$ cat src/rtl/xilinx_distram_pkg.sv
// Shared sizing helpers for the distributed-RAM FIFO family.
//   depth(aw)       : number of RAM words for an address width
//   count_width(aw) : bits needed to hold an occupancy of 0..depth(aw)
package xilinx_distram_pkg;

  function automatic int unsigned depth(input int unsigned aw);
    return 32'd1 << aw;
  endfunction

  function automatic int unsigned count_width(input int unsigned aw);
    return $clog2(depth(aw)) + 1;
  endfunction

endpackage

$ cat src/rtl/xilinx_distram_fifo_fwft_if.sv
// Producer/consumer bundle for the FWFT distributed-RAM FIFO.
//   WE, DIN                 : write request and data (from producer)
//   RE                      : pop/acknowledge of the current DOUT (from consumer)
//   DOUT, EMPTY             : head word and its (inverted) valid flag
//   FULL, ALMOST_FULL, COUNT: occupancy status
//   OVERFLOW, UNDERFLOW     : one-cycle error pulses
// master: the user side driving WE/DIN/RE; slave: the FIFO.
interface xilinx_distram_fifo_fwft_if #(
  parameter int unsigned ADDR_WIDTH = 5,
  parameter int unsigned DATA_WIDTH = 8
);
  logic                  WE;
  logic [DATA_WIDTH-1:0] DIN;
  logic                  FULL;
  logic                  ALMOST_FULL;
  logic                  RE;
  logic [DATA_WIDTH-1:0] DOUT;
  logic                  EMPTY;
  logic [ADDR_WIDTH:0]   COUNT;
  logic                  OVERFLOW;
  logic                  UNDERFLOW;

  modport master (
    output WE, DIN, RE,
    input  FULL, ALMOST_FULL, DOUT, EMPTY, COUNT, OVERFLOW, UNDERFLOW
  );

  modport slave (
    input  WE, DIN, RE,
    output FULL, ALMOST_FULL, DOUT, EMPTY, COUNT, OVERFLOW, UNDERFLOW
  );
endinterface

$ cat src/rtl/xilinx_sdpdistram_async.sv
// Simple-dual-port distributed LUT RAM, written behaviourally so synthesis maps it onto
// RAMxxX1D primitives. Contents are not reset.
//   WCLK : write clock
//   WE   : write enable
//   WA   : write address
//   D    : write data
//   RA   : read address (asynchronous read)
//   O    : read data, combinationally follows RA
module xilinx_sdpdistram_async #(
  parameter int unsigned ADDR_WIDTH = 5,
  parameter int unsigned DATA_WIDTH = 8
) (
  input  logic                  WCLK,
  input  logic                  WE,
  input  logic [ADDR_WIDTH-1:0] WA,
  input  logic [DATA_WIDTH-1:0] D,
  input  logic [ADDR_WIDTH-1:0] RA,
  output logic [DATA_WIDTH-1:0] O
);

  localparam int unsigned Depth = 32'd1 << ADDR_WIDTH;

  logic [DATA_WIDTH-1:0] mem_q [Depth];

  always_ff @(posedge WCLK) begin
    if (WE) begin
      mem_q[WA] <= D;
    end
  end

  assign O = mem_q[RA];

endmodule

$ cat src/rtl/xilinx_distram_fifo_fwft.sv
// Single-clock first-word-fall-through FIFO built on a distributed LUT RAM with a registered
// output stage. The head word always sits in dout_q; EMPTY is simply !out_valid_q.
//   CLK     : clock, all state updates on the rising edge
//   RST     : synchronous active-high reset
//   fifo_io : slave side of the FIFO bundle (WE/DIN/RE in; DOUT/EMPTY/FULL/ALMOST_FULL/
//             COUNT/OVERFLOW/UNDERFLOW out)
// Occupancy COUNT covers both the RAM (mem_count_q) and the output register.
module xilinx_distram_fifo_fwft
  import xilinx_distram_pkg::*;
#(
  parameter int unsigned ADDR_WIDTH         = 5,
  parameter int unsigned DATA_WIDTH         = 8,
  parameter int unsigned ALMOST_FULL_THRESH = (32'd1 << ADDR_WIDTH) - 2
) (
  input logic                      CLK,
  input logic                      RST,
  xilinx_distram_fifo_fwft_if.slave fifo_io
);

  localparam int unsigned Depth = depth(ADDR_WIDTH);
  localparam int unsigned CntW  = count_width(ADDR_WIDTH);

  typedef logic [ADDR_WIDTH-1:0] ptr_t;
  typedef logic [CntW-1:0]       cnt_t;
  typedef logic [DATA_WIDTH-1:0] data_t;

  ptr_t  wr_ptr_q, wr_ptr_d;
  ptr_t  rd_ptr_q, rd_ptr_d;
  cnt_t  mem_count_q, mem_count_d;
  cnt_t  count_q, count_d;
  logic  out_valid_q, out_valid_d;
  data_t dout_q, dout_d;
  logic  full_q, full_d;
  logic  almost_full_q, almost_full_d;
  logic  overflow_q, overflow_d;
  logic  underflow_q, underflow_d;

  logic  push, pop, slot_free;
  logic  ram_we;
  data_t ram_rdata;

  xilinx_sdpdistram_async #(
    .ADDR_WIDTH(ADDR_WIDTH),
    .DATA_WIDTH(DATA_WIDTH)
  ) u_ram (
    .WCLK(CLK),
    .WE  (ram_we && !RST),
    .WA  (wr_ptr_q),
    .D   (fifo_io.DIN),
    .RA  (rd_ptr_q),
    .O   (ram_rdata)
  );

  always_comb begin
    push      = fifo_io.WE && !full_q;
    pop       = fifo_io.RE && out_valid_q;
    // The output register can take a new word if it is empty or being consumed now.
    slot_free = !out_valid_q || pop;

    wr_ptr_d    = wr_ptr_q;
    rd_ptr_d    = rd_ptr_q;
    mem_count_d = mem_count_q;
    out_valid_d = out_valid_q;
    dout_d      = dout_q;
    ram_we      = 1'b0;

    if (slot_free && (mem_count_q != '0)) begin
      // Refill from RAM; a concurrent push lands behind the remaining RAM words.
      dout_d      = ram_rdata;
      rd_ptr_d    = rd_ptr_q + ptr_t'(1);
      out_valid_d = 1'b1;
      if (push) begin
        ram_we   = 1'b1;
        wr_ptr_d = wr_ptr_q + ptr_t'(1);
      end else begin
        mem_count_d = mem_count_q - cnt_t'(1);
      end
    end else if (slot_free && push) begin
      // RAM empty: bypass straight into the output register.
      dout_d      = fifo_io.DIN;
      out_valid_d = 1'b1;
    end else if (slot_free) begin
      out_valid_d = 1'b0;
    end else if (push) begin
      ram_we      = 1'b1;
      wr_ptr_d    = wr_ptr_q + ptr_t'(1);
      mem_count_d = mem_count_q + cnt_t'(1);
    end

    count_d       = count_q + cnt_t'(push) - cnt_t'(pop);
    full_d        = (count_d == cnt_t'(Depth));
    almost_full_d = (count_d >= cnt_t'(ALMOST_FULL_THRESH));
    overflow_d    = fifo_io.WE && full_q;
    underflow_d   = fifo_io.RE && !out_valid_q;
  end

  always_ff @(posedge CLK) begin
    if (RST) begin
      wr_ptr_q      <= '0;
      rd_ptr_q      <= '0;
      mem_count_q   <= '0;
      count_q       <= '0;
      out_valid_q   <= 1'b0;
      dout_q        <= '0;
      full_q        <= 1'b0;
      almost_full_q <= 1'b0;
      overflow_q    <= 1'b0;
      underflow_q   <= 1'b0;
    end else begin
      wr_ptr_q      <= wr_ptr_d;
      rd_ptr_q      <= rd_ptr_d;
      mem_count_q   <= mem_count_d;
      count_q       <= count_d;
      out_valid_q   <= out_valid_d;
      dout_q        <= dout_d;
      full_q        <= full_d;
      almost_full_q <= almost_full_d;
      overflow_q    <= overflow_d;
      underflow_q   <= underflow_d;
    end
  end

  assign fifo_io.DOUT        = dout_q;
  assign fifo_io.EMPTY       = !out_valid_q;
  assign fifo_io.FULL        = full_q;
  assign fifo_io.ALMOST_FULL = almost_full_q;
  assign fifo_io.COUNT       = count_q;
  assign fifo_io.OVERFLOW    = overflow_q;
  assign fifo_io.UNDERFLOW   = underflow_q;

endmodule

$ cat src/flat_wrapper.sv
// flat-port wrapper written by rule: the top's interface ports become plain ports
module xilinx_distram_fifo_fwft_flat import xilinx_distram_pkg::*;
#(
  parameter int unsigned ADDR_WIDTH         = 5,
  parameter int unsigned DATA_WIDTH         = 8,
  parameter int unsigned ALMOST_FULL_THRESH = (32'd1 << ADDR_WIDTH) - 2
)
  (CLK, RST, fifo_io_WE, fifo_io_DIN, fifo_io_RE, fifo_io_FULL, fifo_io_ALMOST_FULL, fifo_io_DOUT, fifo_io_EMPTY, fifo_io_COUNT, fifo_io_OVERFLOW, fifo_io_UNDERFLOW);
  xilinx_distram_fifo_fwft_if #(.ADDR_WIDTH(ADDR_WIDTH), .DATA_WIDTH(DATA_WIDTH)) fifo_io_i ();
  input logic CLK;
  input logic RST;
  input wire logic [$bits(fifo_io_i.WE)-1:0] fifo_io_WE;
  input wire logic [$bits(fifo_io_i.DIN)-1:0] fifo_io_DIN;
  input wire logic [$bits(fifo_io_i.RE)-1:0] fifo_io_RE;
  output wire logic [$bits(fifo_io_i.FULL)-1:0] fifo_io_FULL;
  output wire logic [$bits(fifo_io_i.ALMOST_FULL)-1:0] fifo_io_ALMOST_FULL;
  output wire logic [$bits(fifo_io_i.DOUT)-1:0] fifo_io_DOUT;
  output wire logic [$bits(fifo_io_i.EMPTY)-1:0] fifo_io_EMPTY;
  output wire logic [$bits(fifo_io_i.COUNT)-1:0] fifo_io_COUNT;
  output wire logic [$bits(fifo_io_i.OVERFLOW)-1:0] fifo_io_OVERFLOW;
  output wire logic [$bits(fifo_io_i.UNDERFLOW)-1:0] fifo_io_UNDERFLOW;
  assign fifo_io_i.WE = fifo_io_WE;
  assign fifo_io_i.DIN = fifo_io_DIN;
  assign fifo_io_i.RE = fifo_io_RE;
  assign fifo_io_FULL = fifo_io_i.FULL;
  assign fifo_io_ALMOST_FULL = fifo_io_i.ALMOST_FULL;
  assign fifo_io_DOUT = fifo_io_i.DOUT;
  assign fifo_io_EMPTY = fifo_io_i.EMPTY;
  assign fifo_io_COUNT = fifo_io_i.COUNT;
  assign fifo_io_OVERFLOW = fifo_io_i.OVERFLOW;
  assign fifo_io_UNDERFLOW = fifo_io_i.UNDERFLOW;
  xilinx_distram_fifo_fwft #(.ADDR_WIDTH(ADDR_WIDTH), .DATA_WIDTH(DATA_WIDTH), .ALMOST_FULL_THRESH(ALMOST_FULL_THRESH)) u_core (.CLK(CLK), .RST(RST), .fifo_io(fifo_io_i));
endmodule
$ cat config.mk
export PLATFORM = sky130hd
export DESIGN_NAME = xilinx_distram_fifo_fwft_flat
export DESIGN_NICKNAME = d
export VERILOG_FILES = /design/src/rtl/xilinx_distram_pkg.sv /design/src/rtl/xilinx_distram_fifo_fwft_if.sv /design/src/rtl/xilinx_sdpdistram_async.sv /design/src/rtl/xilinx_distram_fifo_fwft.sv /design/src/flat_wrapper.sv
export SDC_FILE = /design/constraint.sdc
export NUM_CORES = 1
export LEC_CHECK = 0
export CAP_MARGIN = 20
export CELL_PAD_IN_SITES_DETAIL_PLACEMENT = 1
export CELL_PAD_IN_SITES_GLOBAL_PLACEMENT = 1
export CORE_AREA = 3 3 154 156
export CTS_CLUSTER_SIZE = 14
export DETAILED_ROUTE_END_ITERATION = 8
export DIE_AREA = 0 0 157 159
export PLACE_DENSITY = 0.8
export SYNTH_ARGS = -nofsm -noshare
export SYNTH_HDL_FRONTEND = slang
export SYNTH_SLANG_ARGS = --single-unit
$ cat constraint.sdc
create_clock -name CLK -period 3.7 [get_ports CLK]
set_clock_uncertainty 0.15 [all_clocks]
set_input_delay 0.74 -clock CLK [delete_from_list [all_inputs] [get_ports CLK]]
set_output_delay 0.74 -clock CLK [all_outputs]
set_load 0.02 [all_outputs]
==> report_table.html, run 1 <==
<table>
<tr><th>Metric</th><th>Value</th></tr>
<tr><th colspan="2">Outcome</th></tr>
<tr><td>Status</td><td>complete, no violations</td></tr>
<tr><th colspan="2">Worst setup path</th></tr>
<tr><td>Worst-path cell chain</td><td>clkdlybuf4s50_1, and2_1, ha_1, inv_1, ha_1, fa_1, xor2_1, or4_1, nor4_1</td></tr>
<tr><td>Data required time of the critical path</td><td>3.99 ns</td></tr>
<tr><td>Critical Path Start Type</td><td>primary input</td></tr>
<tr><td>Worst-path cell with the longest stage delay</td><td>sky130_fd_sc_hd__fa_1</td></tr>
<tr><td>Crit path buffers/inverters</td><td>2</td></tr>
<tr><td>Critical path arrival</td><td>3.16 ns</td></tr>
<tr><td>Category of cells accounting for the largest share of critical-path delay</td><td>adder cells</td></tr>
<tr><td>Number of cells on the worst reg-to-reg path</td><td>5</td></tr>
<tr><td>Crit path top cell by count</td><td>sky130_fd_sc_hd__ha_1</td></tr>
<tr><td>Stage delay of the slowest cell on the critical path</td><td>0.47 ns</td></tr>
<tr><td>Worst-path fanout max</td><td>4</td></tr>
<tr><td>Crit Path Category</td><td>primary input to flop</td></tr>
<tr><td>CP Capture Type</td><td>flop</td></tr>
<tr><td>CP Depth</td><td>9</td></tr>
<tr><th colspan="2">Timing</th></tr>
<tr><td>Number of setup violations in the final report</td><td>0</td></tr>
<tr><td>Shortest period the worst path allows</td><td>2.87 ns</td></tr>
<tr><td>Number of hold-slack violations in the final timing report</td><td>0</td></tr>
<tr><td>Post-layout worst setup margin</td><td>0.832 ns</td></tr>
<tr><td>Slew Viols, Final</td><td>0</td></tr>
<tr><td>Maximum clock rate</td><td>349 MHz</td></tr>
<tr><td>Setup_tns</td><td>0 ns</td></tr>
<tr><td>Tcrit/Tclk final</td><td>77.5%</td></tr>
<tr><td>Least-Margin Pin Slew</td><td>1.08 ns</td></tr>
<tr><td>Max transition margin</td><td>27.6%</td></tr>
<tr><td>Unrepaired setup endpoints after global routing</td><td>false</td></tr>
<tr><th colspan="2">Synthesis</th></tr>
<tr><td>Mux contribution to synthesized area</td><td>14.0%</td></tr>
<tr><td>Async set-or-reset flop fraction in the synthesized netlist</td><td>0%</td></tr>
<tr><td>Gate count after technology mapping</td><td>661</td></tr>
<tr><td>Average instance area after synthesis</td><td>17.9 µm²</td></tr>
<tr><td>Post-synthesis cell area</td><td>11800 µm²</td></tr>
<tr><td>Cell type with the highest aggregate area in the netlist</td><td>sky130_fd_sc_hd__edfxtp_1</td></tr>
<tr><td>Proportion of synthesized chip area in sequential cells</td><td>71.7%</td></tr>
<tr><td>Number of library cell types mapped by synthesis</td><td>50</td></tr>
<tr><td>Number of flops mapped to enable cells by yosys</td><td>256</td></tr>
<tr><td>Adder-Cell Fraction of Synth Area</td><td>1.92%</td></tr>
<tr><td>Dominant combinational cell family by area after synthesis</td><td>multiplexers</td></tr>
<tr><td>Post-synthesis xor/xnor area fraction</td><td>1.18%</td></tr>
<tr><td>Share of the synthesized area in the top cell type</td><td>64.9%</td></tr>
<tr><td>Main area contributors after synthesis</td><td>sky130_fd_sc_hd__edfxtp_1 (65%), sky130_fd_sc_hd__mux4_2 (11%), sky130_fd_sc_hd__dfxtp_1 (6.8%)</td></tr>
<tr><td>Most used flip-flop cell after synthesis</td><td>sky130_fd_sc_hd__edfxtp_1</td></tr>
<tr><td>Yosys warning total</td><td>0</td></tr>
<tr><td>Synthesis-stage register bit count</td><td>296</td></tr>
<tr><td>Compound-cell area share of the yosys netlist</td><td>4.29%</td></tr>
<tr><td>Total nets after synthesis</td><td>690</td></tr>
<tr><td>Simple logic cell fraction of the synthesized area</td><td>5.15%</td></tr>
<tr><th colspan="2">Power</th></tr>
<tr><td>Clock Power Share</td><td>29.6%</td></tr>
<tr><td>Part of the total power dissipated in combinational logic</td><td>25.6%</td></tr>
<tr><td>Switching portion of total power</td><td>29.4%</td></tr>
<tr><td>Max IR drop VDD</td><td>379 µV</td></tr>
<tr><td>Internal power</td><td>6.37 mW</td></tr>
<tr><td>Static leakage</td><td>4.38 nW</td></tr>
<tr><td>Switch Pwr</td><td>2.66 mW</td></tr>
<tr><td>Pwr dens</td><td>665 nW/µm²</td></tr>
<tr><td>Power share of the sequential group</td><td>44.7%</td></tr>
<tr><td>Final total power</td><td>9.03 mW</td></tr>
<tr><th colspan="2">Route</th></tr>
<tr><td>Post-detailed-route count of antenna-violating nets</td><td>0</td></tr>
<tr><td>WL/cell</td><td>26.8 µm</td></tr>
<tr><td>1st-pass router iterations</td><td>4</td></tr>
<tr><td>Number of vias per cell after detailed routing</td><td>6.11</td></tr>
<tr><td>Final routed wirelength across all metal layers</td><td>28.0 mm</td></tr>
<tr><td>DRC errors left</td><td>0</td></tr>
<tr><td>Via count</td><td>6388</td></tr>
<tr><td>Detailed Route Iter0 Violations</td><td>681</td></tr>
<tr><th colspan="2">Floorplanning</th></tr>
<tr><td>Area of the core</td><td>22500 µm²</td></tr>
<tr><td>IO Count</td><td>31</td></tr>
<tr><td>Standard-cell rows</td><td>55</td></tr>
<tr><td>Starting density of the core</td><td>52.6%</td></tr>
<tr><td>Area of the die</td><td>25000 µm²</td></tr>
<tr><td>DIE HEIGHT</td><td>159 µm</td></tr>
<tr><td>Die W</td><td>157 µm</td></tr>
<tr><th colspan="2">Layout</th></tr>
<tr><td>Layout overhead on the synthesized area</td><td>14.6%</td></tr>
<tr><td>Layout cells sized above 1</td><td>20.7%</td></tr>
<tr><td>Non-filler cells in the finished layout</td><td>1045</td></tr>
<tr><td>Fill cell total of the finished layout</td><td>1981</td></tr>
<tr><td>Commonest non-fill, non-tap cell in the layout</td><td>sky130_fd_sc_hd__edfxtp_1</td></tr>
<tr><td>Final net count</td><td>769</td></tr>
<tr><td>Fraction of the core area covered by cells at the end of the flow</td><td>60.3%</td></tr>
<tr><td>Antenna diode instance count</td><td>0</td></tr>
<tr><td>Commonest cells after routing, fill and taps aside</td><td>sky130_fd_sc_hd__edfxtp_1 (256), sky130_fd_sc_hd__nor2_1 (69), sky130_fd_sc_hd__mux4_2 (56), sky130_fd_sc_hd__buf_4 (48)</td></tr>
<tr><th colspan="2">Clocking</th></tr>
<tr><td>Maximum number of buffers from clock root to sink</td><td>3</td></tr>
<tr><td>TritonCTS clock tree</td><td>done</td></tr>
<tr><td>CTS clk-pin slew, worst paths</td><td>0.06 ns</td></tr>
<tr><td>Clk_lat worst skew</td><td>0.54 ns</td></tr>
<tr><td>Root cell of the clock tree</td><td>sky130_fd_sc_hd__clkbuf_16</td></tr>
<tr><td>H-tree level count</td><td>1</td></tr>
<tr><td>Number of buffers added by the clock tree synthesis step</td><td>29</td></tr>
<tr><td>Post_cts resized</td><td>0</td></tr>
<tr><td>Number of sinks driven by the clock tree</td><td>296</td></tr>
<tr><td>Hold buffer count at CTS</td><td>0</td></tr>
<tr><td>Post-CTS Repair Setup Buffers</td><td>0</td></tr>
<tr><th colspan="2">Job</th></tr>
<tr><td>Max-cap check violation count</td><td>0</td></tr>
<tr><th colspan="2">Placement</th></tr>
<tr><td>Post-detail-place hpwl</td><td>18.6 mm</td></tr>
<tr><td>Buffers on Ports</td><td>30</td></tr>
<tr><td>Dpl ws</td><td>0.279 ns</td></tr>
<tr><td>Global placer's final weighted congestion</td><td>0.847</td></tr>
<tr><td>Placed Cells incl. Taps</td><td>994</td></tr>
<tr><th colspan="2">Min path</th></tr>
<tr><td>Worst hold path stage count</td><td>2</td></tr>
<tr><td>Path type of the worst min-delay path</td><td>flop to flop</td></tr>
<tr><th colspan="2">Global route</th></tr>
<tr><td>Number of antenna violations at the first check in global routing</td><td>0</td></tr>
<tr><td>Global-route usage over all layers</td><td>23.0%</td></tr>
<tr><td>Pin count of the biggest net entering global routing</td><td>39</td></tr>
<tr><td>Vias in the first global route</td><td>6957</td></tr>
<tr><td>Congestion Overflow GR</td><td>0</td></tr>
<tr><td>Wire length of the first global-routing pass</td><td>42.9 mm</td></tr>
</table>
==> final cells by class <==
cell class              instances  area [µm²]  area share, %
flip-flops and latches        296        8500           62.6
clock buffers                  35         748           5.51
inverters                      12        45.0          0.332
multi-input cells             322        3140           23.1
well taps                     285         357           2.63
repair buffers                 79         681           5.02
clock inverters                16         105          0.774
==> Yosys cell counts (6+ instances only) <==
master	count
sky130_fd_sc_hd__nor2_1	69
sky130_fd_sc_hd__nor3_1	10
sky130_fd_sc_hd__nand2_1	14
sky130_fd_sc_hd__dfxtp_1	40
sky130_fd_sc_hd__mux4_2	56
sky130_fd_sc_hd__edfxtp_1	256
sky130_fd_sc_hd__a21oi_1	7
sky130_fd_sc_hd__inv_1	12
sky130_fd_sc_hd__xnor2_1	6
sky130_fd_sc_hd__a22oi_1	8
sky130_fd_sc_hd__ha_1	15
sky130_fd_sc_hd__clkbuf_1	12
sky130_fd_sc_hd__buf_2	9
sky130_fd_sc_hd__xor2_1	10
sky130_fd_sc_hd__o22ai_1	13
sky130_fd_sc_hd__nor2b_1	9
sky130_fd_sc_hd__mux2i_1	38
==> layer usage <==
metal	vias up	share of wire, %	global-route usage [%]
met5	-	0	0
met4	0	3.2	7.40
met3	55	4.9	3.53
met2	196	52	40.0
met1	3354	39	29.8
li1	2783	-	-
==> worst register-to-register path, cell delays in order (launching register included) <==
cell and delay (ns):
sky130_fd_sc_hd__dfxtp_4 0.78, sky130_fd_sc_hd__mux4_2 0.63, sky130_fd_sc_hd__mux2i_1 0.36, sky130_fd_sc_hd__nor2_1 0.13, sky130_fd_sc_hd__a2111oi_2 0.52, sky130_fd_sc_hd__o22ai_1 0.17
==> flip-flops by register name (all words and copies together), names as in the netlist, 5 cells and up, named ones only <==
name and flops:
u_core.u_ram.mem_q 256, u_core.wr_ptr_q 5, u_core.fifo_io.DOUT 8, u_core.mem_count_q 6
u_core.fifo_io.COUNT 6, u_core.rd_ptr_q 5
==> path summary, 6_finish.rpt <==
check / from / slack, ns / to
min reg2reg: u_core.fifo_io.FULL / 0.32 / u_core.fifo_io.OVERFLOW
min: u_core.fifo_io.FULL / 0.32 / u_core.fifo_io.OVERFLOW
max reg2reg: flop / 0.83 / u_core.fifo_io.DOUT[0]
max: fifo_io_RE / 0.83 / u_core.fifo_io.FULL
==> stage by stage <==
stage	hold slack (ns)	cell area [µm²]
6_report	0.320	13600
5_1_grt	0.337	13600
4_1_cts	0.320	13600
3_5_place_dp	0.299	12700
3_3_place_gp	0.319	12700
2_1_floorplan	0.299	11800
==> cells by family (layout without fill, tap and decap cells) <==
| group | Yosys count | in the layout |
|---|---|---|
| and+or+nand+nor | 129 | 129 |
| xor gates and xnor gates | 16 | 16 |
| AOI/OAI and AO/OA | 65 | 65 |
| DFF | 296 | 296 |
| buffers and inverters | 43 | 142 |
| muxes | 95 | 95 |
| adders and majority gates | 17 | 17 |
==> power groups by stage <==
stage | sequential (mW) | combinational [mW] | clock (mW)
finish | 4.04 | 2.32 | 2.67
global route | 4.07 | 2.50 | 2.87
global placement | 4.10 | 2.18 | 0
detailed placement | 4.11 | 2.30 | 0
floorplan | 3.99 | 1.66 | 0
CTS | 4.05 | 2.33 | 2.72
No activity file was read; power rests on OpenSTA's default activity.
==> inputs of run 2 (changes only) <==
--- a/config.mk
+++ b/config.mk
@@ -8,11 +8,11 @@
 export CAP_MARGIN = 20
 export CELL_PAD_IN_SITES_DETAIL_PLACEMENT = 1
 export CELL_PAD_IN_SITES_GLOBAL_PLACEMENT = 1
-export CORE_AREA = 3 3 154 156
+export CORE_AREA = 3 3 162 164
 export CTS_CLUSTER_SIZE = 14
 export DETAILED_ROUTE_END_ITERATION = 8
-export DIE_AREA = 0 0 157 159
-export PLACE_DENSITY = 0.8
+export DIE_AREA = 0 0 165 167
+export PLACE_DENSITY = 0.76
 export SYNTH_ARGS = -nofsm -noshare
 export SYNTH_HDL_FRONTEND = slang
 export SYNTH_SLANG_ARGS = --single-unit
==> constraint.sdc (replaced) <==
create_clock -name CLK -period 2.5 [get_ports CLK]
set_clock_uncertainty 0.15 [all_clocks]
set_input_delay 0.5 -clock CLK [delete_from_list [all_inputs] [get_ports CLK]]
set_output_delay 0.5 -clock CLK [all_outputs]
set_load 0.02 [all_outputs]
==> report_table.html, run 2 (synthesis gave the netlist of run 1 again) <==
<table>
<tr><th>Metric</th><th>Value</th></tr>
<tr><th colspan="2">Outcome</th></tr>
<tr><td>Status</td><td>complete, no violations</td></tr>
<tr><th colspan="2">Placement</th></tr>
<tr><td>Dpl ws</td><td>-0.653 ns (-0.932 ns)</td></tr>
<tr><td>Buffers on Ports</td><td>30 (unchanged)</td></tr>
<tr><td>Post-Place Cell Area</td><td>13300 µm² (+4.2%)</td></tr>
<tr><td>Placed Cells incl. Taps</td><td>1089 (+9.6%)</td></tr>
<tr><td>Global placer's final weighted congestion</td><td>0.794 (-6.3%)</td></tr>
<tr><td>Post-detail-place hpwl</td><td>19.3 mm (+4.1%)</td></tr>
<tr><th colspan="2">Route</th></tr>
<tr><td>Detailed Route Iter0 Violations</td><td>599 (-12%)</td></tr>
<tr><td>Final routed wirelength across all metal layers</td><td>30.7 mm (+9.4%)</td></tr>
<tr><td>WL/cell</td><td>26.6 µm (-0.65%)</td></tr>
<tr><td>1st-pass router iterations</td><td>6 (+2)</td></tr>
<tr><td>DRC errors left</td><td>0 (unchanged)</td></tr>
<tr><td>Via count</td><td>6743 (+5.6%)</td></tr>
<tr><td>Number of vias per cell after detailed routing</td><td>5.86 (-4.2%)</td></tr>
<tr><td>Post-detailed-route count of antenna-violating nets</td><td>0 (unchanged)</td></tr>
<tr><th colspan="2">Worst setup path</th></tr>
<tr><td>Critical Path Start Type</td><td>flop</td></tr>
<tr><td>Crit Path Category</td><td>flop to flop</td></tr>
<tr><td>Worst-path fanout max</td><td>4 (unchanged)</td></tr>
<tr><td>Data required time of the critical path</td><td>2.77 ns (-1.22 ns)</td></tr>
<tr><td>CP Capture Type</td><td>flop</td></tr>
<tr><td>Number of cells on the worst reg-to-reg path</td><td>8 (+3)</td></tr>
<tr><td>Critical path arrival</td><td>2.65 ns (-0.51 ns)</td></tr>
<tr><th colspan="2">Clocking</th></tr>
<tr><td>TritonCTS clock tree</td><td>done</td></tr>
<tr><td>Hold buffer count at CTS</td><td>0 (unchanged)</td></tr>
<tr><td>CTS clk-pin slew, worst paths</td><td>0.06 ns (about the same)</td></tr>
<tr><td>H-tree level count</td><td>1 (unchanged)</td></tr>
<tr><td>Maximum number of buffers from clock root to sink</td><td>3 (unchanged)</td></tr>
<tr><td>Clk_lat worst skew</td><td>0.54 ns (about the same)</td></tr>
<tr><td>Number of buffers added by the clock tree synthesis step</td><td>30 (+3.4%)</td></tr>
<tr><td>Root cell of the clock tree</td><td>sky130_fd_sc_hd__clkbuf_16</td></tr>
<tr><td>Number of sinks driven by the clock tree</td><td>296 (unchanged)</td></tr>
<tr><th colspan="2">Floorplanning</th></tr>
<tr><td>Starting density of the core</td><td>47.3% (-5.3 points)</td></tr>
<tr><td>Area of the core</td><td>25000 µm² (+11%)</td></tr>
<tr><td>Standard-cell rows</td><td>58 (+5.5%)</td></tr>
<tr><td>Area of the die</td><td>27600 µm² (+10%)</td></tr>
<tr><td>IO Count</td><td>31 (unchanged)</td></tr>
<tr><td>DIE HEIGHT</td><td>167 µm (+5.0%)</td></tr>
<tr><td>Die W</td><td>165 µm (+5.1%)</td></tr>
<tr><th colspan="2">Global route</th></tr>
<tr><td>Most used routing layer</td><td>met2</td></tr>
<tr><td>Global routing usage on met1</td><td>29.9% (+0.11 points)</td></tr>
<tr><td>Number of antenna violations at the first check in global routing</td><td>0 (unchanged)</td></tr>
<tr><td>Vias in the first global route</td><td>7395 (+6.3%)</td></tr>
<tr><td>Pin count of the biggest net entering global routing</td><td>35 (-10%)</td></tr>
<tr><td>Wire length of the first global-routing pass</td><td>46.4 mm (+8.0%)</td></tr>
<tr><td>Met3 Usage GRT</td><td>3.08% (-0.45 points)</td></tr>
<tr><td>Congestion Overflow GR</td><td>0 (unchanged)</td></tr>
<tr><td>Global-route usage over all layers</td><td>22.7% (-0.37 points)</td></tr>
<tr><td>Global routing usage on met2</td><td>39.3% (-0.72 points)</td></tr>
<tr><th colspan="2">Timing</th></tr>
<tr><td>Tcrit/Tclk final</td><td>95.3%</td></tr>
<tr><td>Number of hold-slack violations in the final timing report</td><td>0 (unchanged)</td></tr>
<tr><td>Maximum clock rate</td><td>420 MHz</td></tr>
<tr><td>Post-layout worst setup margin</td><td>0.118 ns (-0.714 ns)</td></tr>
<tr><td>Setup_tns</td><td>0 ns (unchanged)</td></tr>
<tr><td>Slew Viols, Final</td><td>0 (unchanged)</td></tr>
<tr><td>Least-Margin Pin Slew</td><td>0.601 ns (-0.481 ns)</td></tr>
<tr><td>Number of setup violations in the final report</td><td>0 (unchanged)</td></tr>
<tr><td>Shortest period the worst path allows</td><td>2.38 ns</td></tr>
<tr><td>Max transition margin</td><td>58.9% (+31 points)</td></tr>
<tr><td>Unrepaired setup endpoints after global routing</td><td>true</td></tr>
<tr><th colspan="2">Power</th></tr>
<tr><td>Internal power</td><td>10.7 mW (+67%)</td></tr>
<tr><td>Pwr dens</td><td>1030 nW/µm² (+55%)</td></tr>
<tr><td>Max IR drop VDD</td><td>681 µV (+80%)</td></tr>
<tr><td>Switching portion of total power</td><td>28.6% (-0.78 points)</td></tr>
<tr><td>Clock Power Share</td><td>31.0% (+1.4 points)</td></tr>
<tr><td>Power share of the sequential group</td><td>38.7% (-6.0 points)</td></tr>
<tr><td>Switch Pwr</td><td>4.28 mW (+61%)</td></tr>
<tr><td>Part of the total power dissipated in combinational logic</td><td>30.3% (+4.7 points)</td></tr>
<tr><td>Static leakage</td><td>4.83 nW (+10%)</td></tr>
<tr><th colspan="2">Layout</th></tr>
<tr><td>Final net count</td><td>826 (+7.4%)</td></tr>
<tr><td>Layout cells sized above 1</td><td>28.7% (+8.1 points)</td></tr>
<tr><td>Commonest non-fill, non-tap cell in the layout</td><td>sky130_fd_sc_hd__edfxtp_1</td></tr>
<tr><td>Final non-filler cell area</td><td>14500 µm² (+6.6%)</td></tr>
<tr><td>Max FFs per register</td><td>256 (unchanged)</td></tr>
<tr><td>Fraction of the core area covered by cells at the end of the flow</td><td>57.8% (-2.5 points)</td></tr>
<tr><td>Antenna diode instance count</td><td>0 (unchanged)</td></tr>
<tr><td>Commonest cells after routing, fill and taps aside</td><td>sky130_fd_sc_hd__edfxtp_1 (256), sky130_fd_sc_hd__buf_4 (93), sky130_fd_sc_hd__nor2_1 (69), sky130_fd_sc_hd__mux4_2 (56)</td></tr>
<tr><td>Largest register by flop count</td><td>u_core.u_ram.mem_q</td></tr>
<tr><td>Layout overhead on the synthesized area</td><td>22.2%</td></tr>
<tr><td>Non-filler cells in the finished layout</td><td>1151 (+10%)</td></tr>
<tr><th colspan="2">Job</th></tr>
<tr><td>Max-cap check violation count</td><td>0 (unchanged)</td></tr>
<tr><th colspan="2">Min path</th></tr>
<tr><td>Path type of the worst min-delay path</td><td>primary input to flop</td></tr>
<tr><td>Worst hold path stage count</td><td>3 (+1)</td></tr>
</table>
run 2: path summary, 6_finish.rpt:
| kind | slack [ns] | to | start |
|---|---|---|---|
| worst min-delay path | 0.28 | u_core.fifo_io.UNDERFLOW | fifo_io_RE |
| worst min register to register | 0.35 | u_core.fifo_io.OVERFLOW | u_core.fifo_io.FULL |
| worst max register to register | 0.12 | u_core.mem_count_q[5] | u_core.mem_count_q[2] |
| worst max-delay path | 0.12 | u_core.mem_count_q[5] | u_core.mem_count_q[2] |
run 2: worst max-delay path: stages, from the launching register on:
cell and delay, ns:
sky130_fd_sc_hd__dfxtp_4 0.36, sky130_fd_sc_hd__nor4_4 0.36, sky130_fd_sc_hd__a21oi_4 0.13, sky130_fd_sc_hd__ha_2 0.29
sky130_fd_sc_hd__o21ai_1 0.14, sky130_fd_sc_hd__o21bai_1 0.11, sky130_fd_sc_hd__a21oi_2 0.16, sky130_fd_sc_hd__mux2i_1 0.24
sky130_fd_sc_hd__mux2_1 0.33
run 2: power groups by stage:
stage / combinational [mW] / clock, mW / sequential, mW
6_report: 4.53 / 4.63 / 5.78
5_1_grt: 4.87 / 4.94 / 5.80
4_1_cts: 4.39 / 4.71 / 5.78
3_5_place_dp: 4.19 / 0 / 5.89
3_3_place_gp: 4.00 / 0 / 5.87
2_1_floorplan: 2.47 / 0 / 5.92
run 2: timing repair:
action / in CTS / in global routing
setup endpoints to repair: 6 / 67
resized for setup: 6 / 19
setup buffers: 4 / 2
pin swaps: 3 / 11
run 2: final cells by class:
class	count	area [µm²]
Sequential cell	296	8500
Timing Repair Buffer	135	1220
Tap cell	330	413
Clock buffer	42	857
Inverter	12	45.0
Fill cell	2255	10600
Multi-Input combinational cell	322	3250
Clock inverter	14	184
run 2: through the flow:
step	power, mW	hold slack, ns
finish	14.9	0.278
floorplan	8.39	0.299
detailed placement	10.1	0.334
CTS	14.9	0.354
global route	15.6	0.289
global placement	9.87	0.313
run 2: layer usage:
| metal | share of wire (%) | wire (µm) |
|---|---|---|
| met1 | 39 | 12100 |
| met2 | 52 | 16000 |
| met3 | 6.0 | 1840 |
| met4 | 2.3 | 712 |
| met5 | 0 | 0 |
